`config.mk`:
```
export PLATFORM = sky130hd
export DESIGN_NAME = fetch_unit
export DESIGN_NICKNAME = d
export VERILOG_FILES = /design/src/rtl/fetch_unit.sv
export SDC_FILE = /design/constraint.sdc
export NUM_CORES = 1
export LEC_CHECK = 0
export ABC_AREA = 1
export BUFFER_PORTS_ARGS = -buffer_cell sky130_fd_sc_hd__buf_2
export CAP_MARGIN = 40
export CORE_MARGIN = 3
export CORE_UTILIZATION = 50
export CTS_CLUSTER_DIAMETER = 100
export DETAILED_ROUTE_END_ITERATION = 10
export HOLD_SLACK_MARGIN = 0.02
export PLACE_DENSITY = 0.74
export SLEW_MARGIN = 20
export SYNTH_ARGS = -nofsm -noshare
export SYNTH_HDL_FRONTEND = slang
export SYNTH_SLANG_ARGS = --single-unit
```
`constraint.sdc`:
```
create_clock -name clk -period 2.3 [get_ports clk]
set_input_delay 0.23 -clock clk [delete_from_list [all_inputs] [get_ports clk]]
set_output_delay 0.23 -clock clk [all_outputs]
set_load 0.1 [all_outputs]
```
`src/rtl/fetch_unit.sv`:
```
// rtl/fetch_unit.sv - instruction fetch: PC register feeding a 2-entry decode FIFO with misaligned-target fault marker
module fetch_unit #(
    parameter int ADDR_W   = 10,
    parameter int INST_W   = 32,
    parameter int RESET_PC = 0
) (
    input  logic              clk,
    input  logic              rst,
    output logic [ADDR_W-1:0] im_addr,
    input  logic [INST_W-1:0] im_inst,
    input  logic              redirect_valid,
    input  logic [ADDR_W-1:0] redirect_pc,
    output logic              out_valid,
    input  logic              out_ready,
    output logic [INST_W-1:0] out_inst,
    output logic [ADDR_W-1:0] out_pc,
    output logic              out_misalign
);

    typedef enum logic {RUN, FAULT} state_t;

    typedef struct packed {
        logic [ADDR_W-1:0] pc;
        logic [INST_W-1:0] inst;
        logic              misalign;
    } entry_t;

    state_t            state;
    logic [ADDR_W-1:0] pc;
    logic [1:0]        count;
    entry_t            e0;
    entry_t            e1;
    entry_t            fetched;
    logic              pop;
    logic              fetch;

    assign im_addr      = pc;
    assign out_valid    = (count != 2'd0);
    assign out_inst     = e0.inst;
    assign out_pc       = e0.pc;
    assign out_misalign = e0.misalign;

    assign pop     = out_valid & out_ready;
    assign fetch   = (state == RUN) & ~redirect_valid & ((count < 2'd2) | pop);
    assign fetched = '{pc: pc, inst: im_inst, misalign: 1'b0};

    // e0 is always the head; e1 only holds data when count == 2.
    always_ff @(posedge clk) begin
        if (rst) begin
            pc    <= ADDR_W'(RESET_PC);
            count <= 2'd0;
            state <= RUN;
            e0    <= '0;
            e1    <= '0;
        end else if (redirect_valid) begin
            if (redirect_pc[1:0] == 2'b00) begin
                pc    <= redirect_pc;
                count <= 2'd0;
                state <= RUN;
            end else begin
                e0    <= '{pc: redirect_pc, inst: '0, misalign: 1'b1};
                count <= 2'd1;
                state <= FAULT;
            end
        end else begin
            if (fetch) begin
                pc <= pc + ADDR_W'(4);
            end
            case ({fetch, pop})
                2'b10: begin
                    if (count == 2'd0) e0 <= fetched;
                    else               e1 <= fetched;
                    count <= count + 2'd1;
                end
                2'b01: begin
                    e0    <= e1;
                    count <= count - 2'd1;
                end
                2'b11: begin
                    if (count == 2'd1) begin
                        e0 <= fetched;
                    end else begin
                        e0 <= e1;
                        e1 <= fetched;
                    end
                end
                default: ;
            endcase
        end
    end

endmodule

```
==> results of run 1 <==
power breakdown:
| group | internal [uW] | total [uW] | switching (uW) | leakage (uW) |
|---|---|---|---|---|
| logic | 297 | 1270 | 976 | 0.00162 |
| clock network | 413 | 1050 | 636 | 0.0000925 |
| registers | 1830 | 1930 | 97.7 | 0.000801 |
stage by stage:
step	total power, uW	hold slack (ns)	setup slack [ns]	util, %	cells
6_report	4250	0.115	0.361	61.8	865
3_3_place_gp	3220	0.446	0.493	59.6	849
3_5_place_dp	3240	0.451	0.411	59.6	849
5_1_grt	4470	0.123	0.155	61.8	865
2_1_floorplan	2960	0.378	0.329	-	675
4_1_cts	4280	0.112	0.377	61.8	865
final timing paths:
path                         endpoint                      from  cells past startpoint
min               e1[21]$_SDFFE_PP0P_               im_inst[20]                      3
min reg2reg  out_inst[0]$_SDFFE_PP0P_  out_inst[0]$_SDFFE_PP0P_                      2
max reg2reg       e1[39]$_SDFFE_PP0P_     count[1]$_SDFFE_PP0P_                     11
max               e1[39]$_SDFFE_PP0P_     count[1]$_SDFFE_PP0P_                     11
flip-flops by register name, indices dropped and copies added (netlist names):
register and cells:
out_pc 10, state 1, count 2, out_misalign 1, out_inst 32, im_addr 10
e1 42
area by class of cell:
| cell class | count | area (sq um) |
|---|---|---|
| fillers | 820 | 3240 |
| repair buffers | 113 | 626 |
| multi-input cells | 498 | 2190 |
| clock buffers | 9 | 124 |
| flip-flops and latches | 98 | 1960 |
| clock inverters | 7 | 58.8 |
| inverters | 35 | 131 |
| well taps | 105 | 131 |
cell usage after synthesis, drive strengths merged:
master and number:
nand2 204, nor2 106, dfxtp 98, nand3 71, o21ai 58, a21oi 47
inv 35, buf 24, clkbuf 20, ha 3, nand4 2, and3 1
nand3b 1, nor3 1, o2111ai 1, o211ai 1, o21bai 1, or2 1
critical path, delay by kind of cell (launching register included):
family	cells	cell delay, ns
AOI/OAI and AO/OA	1	0.11
adders and majority gates	1	0.30
buffers and inverters	4	0.58
DFF	1	0.32
and+or+nand+nor	5	0.56
cell families (layout without fill, tap and decap cells):
| kind of cell | after synthesis | count (layout) | synth area share (%) |
|---|---|---|---|
| compound gates | 108 | 108 | 12.3 |
| flops | 98 | 98 | 43.7 |
| fa+ha+maj | 3 | 3 | 0.836 |
| buf+inv | 79 | 164 | 7.56 |
| simple gates | 387 | 387 | 35.6 |
per-layer routing:
metal  global-route usage (%)  up-vias  wire length, um  part of all wire [%]
met2                     41.2      157             5600                    47
met4                     7.46        0              148                   1.2
li1                         -     2318                -                     -
met3                     4.50       15              882                   7.4
met5                        0        -                0                     0
met1                     31.1     2052             5210                    44
==> impl_metrics.py, run 1 <==
metrics = {
    "outcome": {
        "status": "complete, no violations",
    },
    "route": {
        "ant_nets": 0,
        "drc_errors": 0,
        "drt-total-wl_um": 11800,
        "vias": 4542,
        "post_drt_wl_per_cell_um": 13.7,
        "drt-initial-drc-count": 143,
        "first_pass_iters": 5,
        "via_per_inst": 5.25,
    },
    "cts": {
        "cts_made_buffers": 9,
        "clockBufferDepth": 2,
        "htreeDepth": 3,
        "postCtsSetupBuffers": 0,
        "cts_tree": "yes",
        "cts_resized": 0,
        "clock_sinks": 98,
        "worstSkewPairLatency_ns": 0.36,
        "cts-root-buf": "clkbuf_8",
        "clkTransAtPathRegs_ns": 0.11,
        "hold_buffers": 0,
    },
    "critical_path": {
        "path_cells": "inv_1 > ha_1 > inv_2 > nand2_4 > nand3_1 > o21ai_1 > nand2_1 > inv_2 > buf_4 > nor2_1 > nor2_1",
        "slowest_delay_ns": 0.32,
        "crit_path_end_kind": "register",
        "worstPathMaxFanout": 23,
        "regToRegSetupSlack_ns": 0.36,
        "worstPathRequired_ns": 2.59,
        "worst-setup-path-type": "register to register",
        "startpoint_type": "register",
        "arrival_ns": 2.23,
        "cp_slowest_cell": "dfxtp_1",
    },
    "synthesis": {
        "syn_area_per_cell_sq_um": 6.65,
        "yosysWarnings": 0,
        "yosysTopAreaCell": "dfxtp_1",
        "syn_nets": 724,
        "synthCells": 675,
        "ys_types": 28,
        "syn-cell-area_sq_um": 4490,
        "synthTopCellsByArea": "dfxtp_1 (44%), nand2_1 (17%), nor2_1 (8.7%)",
        "synth_top_area_share_pct": 43.7,
        "yosysSeqAreaShare_pct": 43.7,
        "ys_ff_latch": 98,
    },
    "power_and_ir_drop": {
        "leakagePower_uw": 0.00252,
        "powerDensity_nw_per_um2": 814,
        "ir_drop_mv": 0.448,
    },
    "finish": {
        "drive_gt1_share_pct": 18.3,
        "final_common_cell": "nand2_1",
        "area_growth_pct": 16.5,
        "finalInstanceArea_sq_um": 5230,
        "final_nets": 804,
        "final_cell_mix": "nand2_1 (203), nor2_1 (104), buf_2 (99)",
        "n_antenna_cell": 0,
    },
    "timing": {
        "setup_viol": 0,
        "rsz0062_at_grt": "no",
        "timing.final.max_slew_violations": 0,
        "clock_skew_ns": 0.0106,
        "fin_crit_ns": 1.94,
        "timing.final.crit_share_pct": 84.3,
        "setup_tns_ns": 0,
        "tightest_slew_ns": 0.608,
        "fmax_ghz": 0.516,
        "hold_viol_final": 0,
        "max_slew_margin_pct": 59.5,
    },
    "floorplanning": {
        "rows": 33,
        "dieHeight_um": 101,
        "initial_utilization_pct": 53.0,
        "fp.dieW_um": 101,
        "ios": 100,
        "fp.dieArea_sq_um": 10100,
        "coreArea_sq_um": 8460,
    },
    "run": {
        "cap_violations": 0,
    },
    "place": {
        "io_buffers": 99,
        "place_congestion": 0.945,
        "placed_area_sq_um": 5040,
        "detailed_place_hpwl_um": 7970,
    },
    "grt": {
        "grt_pass1_vias": 4383,
        "antenna_found_initial": 0,
        "grt_pass1_wl_um": 20200,
        "grtUsageTotal_pct": 24.2,
        "overflow": 0,
        "grt_max_degree": 63,
    },
    "min_path": {
        "min_path_type": "input port to register",
    },
}
(Power assumes the default switching activity.)
==> run 2, diff against run 1 <==
==> constraint.sdc (replaced) <==
create_clock -name clk -period 1.8 [get_ports clk]
set_input_delay 0.18 -clock clk [delete_from_list [all_inputs] [get_ports clk]]
set_output_delay 0.18 -clock clk [all_outputs]
set_load 0.1 [all_outputs]
==> impl_metrics.py, run 2 (synthesis gave the netlist of run 1 again) <==
metrics = {
    "outcome": {
        "status": "complete, no violations",
    },
    "cts": {
        "htreeDepth": 3,
        "cts-root-buf": "clkbuf_8",
        "worstSkewPairLatency_ns": 0.36,
        "clkTransAtPathRegs_ns": 0.10,
        "postCtsSetupBuffers": 0,
        "clock_sinks": 98,
        "cts_made_buffers": 9,
        "cts_tree": "yes",
        "clockBufferDepth": 2,
    },
    "timing": {
        "setup_tns_ns": 0,
        "fmax_ghz": 0.600,
        "hold_viol_final": 0,
        "clock_skew_ns": 0.0119,
        "timing.final.ws_setup_ns": 0.134,
        "setup_viol": 0,
        "timing.final.crit_share_pct": 92.5,
        "tightest_slew_ns": 0.497,
        "max_slew_margin_pct": 67.1,
        "timing.final.max_slew_violations": 0,
        "fin_crit_ns": 1.67,
        "rsz0062_at_grt": "yes",
    },
    "min_path": {
        "min_path_type": "input port to register",
    },
    "route": {
        "ant_nets": 0,
        "drt-initial-drc-count": 199,
        "vias": 4529,
        "via_per_inst": 5.17,
        "post_drt_wl_per_cell_um": 13.5,
        "drc_errors": 0,
        "drt-total-wl_um": 11800,
        "first_pass_iters": 4,
    },
    "place": {
        "place_congestion": 0.889,
        "pre_cts_slack_ns": 0.0179,
        "detailed_place_hpwl_um": 8130,
        "io_buffers": 99,
    },
    "floorplanning": {
        "initial_utilization_pct": 53.0,
        "ios": 100,
        "fp.dieW_um": 101,
        "coreArea_sq_um": 8460,
        "fp.dieArea_sq_um": 10100,
        "dieHeight_um": 101,
        "rows": 33,
    },
    "critical_path": {
        "cp_slowest_cell": "dfxtp_1",
        "worstPathRequired_ns": 2.11,
        "crit_family": "simple AND/OR/NAND/NOR gates",
        "slowest_delay_ns": 0.32,
        "worstPathMaxFanout": 10,
        "worst-setup-path-type": "register to register",
        "arrival_ns": 1.98,
        "crit_path_end_kind": "register",
        "crit_buf_inv": 3,
        "path_cells": "inv_1 > buf_4 > ha_2 > nand2_2 > nand2_2 > buf_4 > nand2_1 > a21oi_1 > nor2_1 > nor2_1",
        "startpoint_type": "register",
    },
    "grt": {
        "grtUsageTotal_pct": 23.4,
        "antenna_found_initial": 0,
        "grt_pass1_vias": 4219,
        "grt_pass1_wl_um": 19500,
        "overflow": 0,
        "grt_max_degree": 54,
    },
    "finish": {
        "final_nets": 815,
        "area_growth_pct": 21.0,
        "final_common_cell": "nand2_1",
        "largest_register_ffs": 42,
        "num-fill-cells": 801,
        "drive_gt1_share_pct": 20.4,
        "final_cell_mix": "nand2_1 (200), nor2_1 (104), buf_2 (99)",
        "n_antenna_cell": 0,
        "top_register": "e1",
    },
    "power_and_ir_drop": {
        "powerDensity_nw_per_um2": 1060,
        "ir_drop_mv": 0.531,
        "leakagePower_uw": 0.00260,
    },
    "run": {
        "cap_violations": 0,
    },
}
-- run 2: final cells by class --
| type | count | area [sq um] | share of cell area, % |
|---|---|---|---|
| clock buffers | 10 | 128 | 2.35 |
| clock inverters | 6 | 88.8 | 1.64 |
| inverters | 35 | 136 | 2.51 |
| multi-input cells | 498 | 2220 | 40.8 |
| flip-flops and latches | 98 | 1970 | 36.2 |
| well taps | 105 | 131 | 2.42 |
| repair buffers | 124 | 762 | 14.0 |
-- run 2: worst register-to-register path: cells and delay by family, from the launching register on --
family                   cells  cell delay [ns]
AND/OR/NAND/NOR              5             0.44
flip-flops                   1             0.32
adder cells (fa/ha/maj)      1             0.23
buffers and inverters        3             0.43
AO/OA/AOI/OAI                1             0.19
-- run 2: path summary, 6_finish.rpt --
path / from / end / slack [ns] / cells after the start
setup / recovery: count[1]$_SDFFE_PP0P_ / out_pc[1]$_SDFFE_PP0P_ / 0.13 / 10
hold / removal: im_inst[8] / e1[9]$_SDFFE_PP0P_ / 0.06 / 3
setup reg to reg: count[1]$_SDFFE_PP0P_ / out_pc[1]$_SDFFE_PP0P_ / 0.13 / 10
hold reg to reg: out_inst[6]$_SDFFE_PP0P_ / out_inst[6]$_SDFFE_PP0P_ / 0.46 / 2
-- run 2: routing by layer --
metal / vias to the layer above / wire [um] / track usage [%]
met5: - / 0 / 0
met4: 0 / 257 / 9.02
met3: 28 / 671 / 3.46
met2: 136 / 5720 / 40.2
li1: 2339 / - / -
met1: 2026 / 5180 / 29.6
-- run 2: per-stage QoR --
| stage | total power (uW) | util, % | hold slack [ns] | area (sq um) | instances |
|---|---|---|---|---|---|
| floorplan | 3790 | - | 0.328 | 4500 | 675 |
| global placement | 4180 | 61.3 | 0.435 | 5190 | 860 |
| detailed placement | 4200 | 61.3 | 0.437 | 5190 | 860 |
| CTS | 5760 | 63.9 | 0.0532 | 5410 | 876 |
| global route | 6020 | 64.1 | 0.0636 | 5430 | 876 |
| finish | 5750 | 64.1 | 0.0627 | 5430 | 876 |
-- run 2: report_power, final --
| group | total [uW] | switching [uW] | internal [uW] |
|---|---|---|---|
| registers | 2470 | 122 | 2350 |
| logic | 1700 | 1260 | 442 |
| clock network | 1570 | 788 | 786 |
| total | 5750 | 2170 | 3570 |
-- run 2: what timing repair did --
| action | 4_1_cts | 5_1_grt |
|---|---|---|
| setup endpoints to repair | 2 | 72 |
| hold buffers | 0 | 0 |
| resized for setup | 1 | 6 |
==> run 3, diff against run 2 <==
--- a/config.mk
+++ b/config.mk
@@ -7,13 +7,13 @@
 export LEC_CHECK = 0
 export ABC_AREA = 1
 export BUFFER_PORTS_ARGS = -buffer_cell sky130_fd_sc_hd__buf_2
-export CAP_MARGIN = 40
+export CAP_MARGIN = 30
 export CORE_MARGIN = 3
 export CORE_UTILIZATION = 50
 export CTS_CLUSTER_DIAMETER = 100
 export DETAILED_ROUTE_END_ITERATION = 10
 export HOLD_SLACK_MARGIN = 0.02
-export PLACE_DENSITY = 0.74
+export PLACE_DENSITY_LB_ADDON = 0.25
 export SLEW_MARGIN = 20
 export SYNTH_ARGS = -nofsm -noshare
 export SYNTH_HDL_FRONTEND = slang
==> impl_metrics.py, run 3 (synthesis gave the netlist of run 1 again) <==
metrics = {
    "place": {
        "io_buffers": 99,
        "detailed_place_hpwl_um": 8220,
        "placed_area_sq_um": 5160,
        "place_congestion": 0.827,
        "pre_cts_slack_ns": -0.0902,
    },
    "critical_path": {
        "worst-setup-path-type": "register to register",
        "cp_slowest_cell": "dfxtp_2",
        "startpoint_type": "register",
        "crit_buf_inv": 3,
        "ff2ff_path_depth": 9,
        "r2r-start": "count[0]$_SDFFE_PP0P_",
        "arrival_ns": 1.97,
        "worstPathRequired_ns": 2.10,
        "crit_path_end_kind": "register",
        "regToRegSetupSlack_ns": 0.13,
        "slowest_delay_ns": 0.35,
        "path_cells": "inv_1 > ha_4 > nor2_4 > buf_4 > bufbuf_16 > nand3_1 > nand2_1 > nand2_1 > a21oi_1",
        "cpMostUsedCell": "nand2_1",
        "worstPathMaxFanout": 21,
        "crit-reg2reg-capture": "out_inst[13]$_SDFFE_PP0P_",
        "crit_family": "buffers and inverters",
        "critPathLaunch": "count[0]$_SDFFE_PP0P_",
    },
    "finish": {
        "largest_register_ffs": 42,
        "final_util_pct": 64.6,
        "n_antenna_cell": 0,
        "final_cell_mix": "nand2_1 (201), nor2_1 (104), buf_2 (99)",
        "num-fill-cells": 777,
        "top_register": "e1",
        "drive_gt1_share_pct": 21.1,
        "final_nets": 822,
        "final_common_cell": "nand2_1",
        "area_growth_pct": 21.9,
        "finalInstanceArea_sq_um": 5470,
    },
    "timing": {
        "tightest_slew_ns": 0.503,
        "clock_skew_ns": 0.0148,
        "timing.final.ws_setup_ns": 0.125,
        "max_slew_margin_pct": 66.7,
        "fin_hold_ws_ns": 0.0671,
        "timing.final.crit_share_pct": 93.0,
        "timing.final.max_slew_violations": 0,
        "fin_crit_ns": 1.67,
        "fmax_ghz": 0.597,
        "setup_viol": 0,
        "hold_viol_final": 0,
    },
    "grt": {
        "grt_max_degree": 56,
        "grt_pass1_wl_um": 19600,
        "antenna_found_initial": 0,
        "grt_pass1_vias": 4322,
        "grtUsageTotal_pct": 23.7,
        "overflow": 0,
    },
    "route": {
        "vias": 4672,
        "drt-initial-drc-count": 265,
        "drt-total-wl_um": 12100,
        "ant_nets": 0,
        "first_pass_iters": 5,
        "via_per_inst": 5.29,
        "post_drt_wl_per_cell_um": 13.7,
        "drc_errors": 0,
    },
    "floorplanning": {
        "ios": 100,
        "initial_utilization_pct": 53.0,
        "dieHeight_um": 101,
        "coreArea_sq_um": 8460,
        "fp.dieArea_sq_um": 10100,
        "rows": 33,
        "fp.dieW_um": 101,
    },
    "min_path": {
        "whs_path_depth": 3,
        "worstHoldEndpoint": "e1[9]$_SDFFE_PP0P_",
        "hold_start": "im_inst[8]",
        "min_path_type": "input port to register",
    },
    "cts": {
        "worstSkewPairLatency_ns": 0.37,
        "hold_buffers": 0,
        "cts_made_buffers": 9,
        "cts_tree": "yes",
        "cts-root-buf": "clkbuf_8",
        "clock_sinks": 98,
        "htreeDepth": 3,
        "clkTransAtPathRegs_ns": 0.10,
        "clockBufferDepth": 2,
    },
    "power_and_ir_drop": {
        "finalPower_uw": 5540,
        "powerDensity_nw_per_um2": 1010,
        "leakagePower_uw": 0.00263,
        "ir_drop_mv": 0.499,
    },
    "run": {
        "cap_violations": 0,
    },
    "outcome": {
        "status": "complete, no violations",
    },
}
[run 3: cell types whose count changed in the layout (fill, tap and decap cells not counted), moves of 2 or more]
cell and delta:
buf_12 -3, buf_4 +3, buf_6 +5, bufinv_16 -2, inv_6 +2, nand2_2 -2
[run 3: stage by stage]
| stage | setup TNS [ns] | instances |
|---|---|---|
| finish | 0 | 883 |
| global route | -0.000793 | 883 |
| CTS | 0 | 880 |
| detailed placement | -0.705 | 862 |
| global placement | -0.00591 | 862 |
| floorplan | 0 | 675 |
[run 3: worst min-delay path, cell delays in order]
cell,delay (ns)
buf_2,0.09
o21ai_1,0.06
nor2_1,0.07
[run 3: how the worst max path moves through the flow]
stage | depth (start not counted) | endpoint | slack, ns
floorplan | 6 | im_addr[9]$_SDFFE_PP0P_ | 0.003
global placement | 12 | out_pc[5]$_SDFFE_PP0P_ | -0.003
detailed placement | 12 | out_pc[6]$_SDFFE_PP0P_ | -0.09
CTS | 10 | e1[13]$_SDFFE_PP0P_ | 0.04
global route | 11 | e1[9]$_SDFFE_PP0P_ | -0.0008
finish | 9 | out_inst[13]$_SDFFE_PP0P_ | 0.13
[run 3: timing repair]
item	in CTS	in global routing
gates resized for setup	2	11
setup endpoints to repair	54	62
gates cloned	1	1
pin swaps	1	1
buffers inserted	1	2
[run 3: report_power, final]
| part | leakage, uW | internal [uW] | switching (uW) | total (uW) |
|---|---|---|---|---|
| Combinational | 0.00175 | 475 | 1280 | 1750 |
| Sequential | 0.000802 | 2350 | 124 | 2470 |
| Clock | 0.0000799 | 518 | 796 | 1310 |
[run 3: area by class of cell]
cell class,count,area [sq um],area share [%]
Sequential cell,98,1970,36.0
Timing Repair Buffer,131,838,15.3
Inverter,35,136,2.49
Multi-Input combinational cell,498,2220,40.6
Clock inverter,6,48.8,0.892
Tap cell,105,131,2.40
Clock buffer,10,128,2.33
[run 3: layer usage]
metal  routed length [um]  GRT usage, %
met5                    0             0
met4                  206          9.02
met3                  867          3.32
met2                 5780          40.8
met1                 5220          30.1
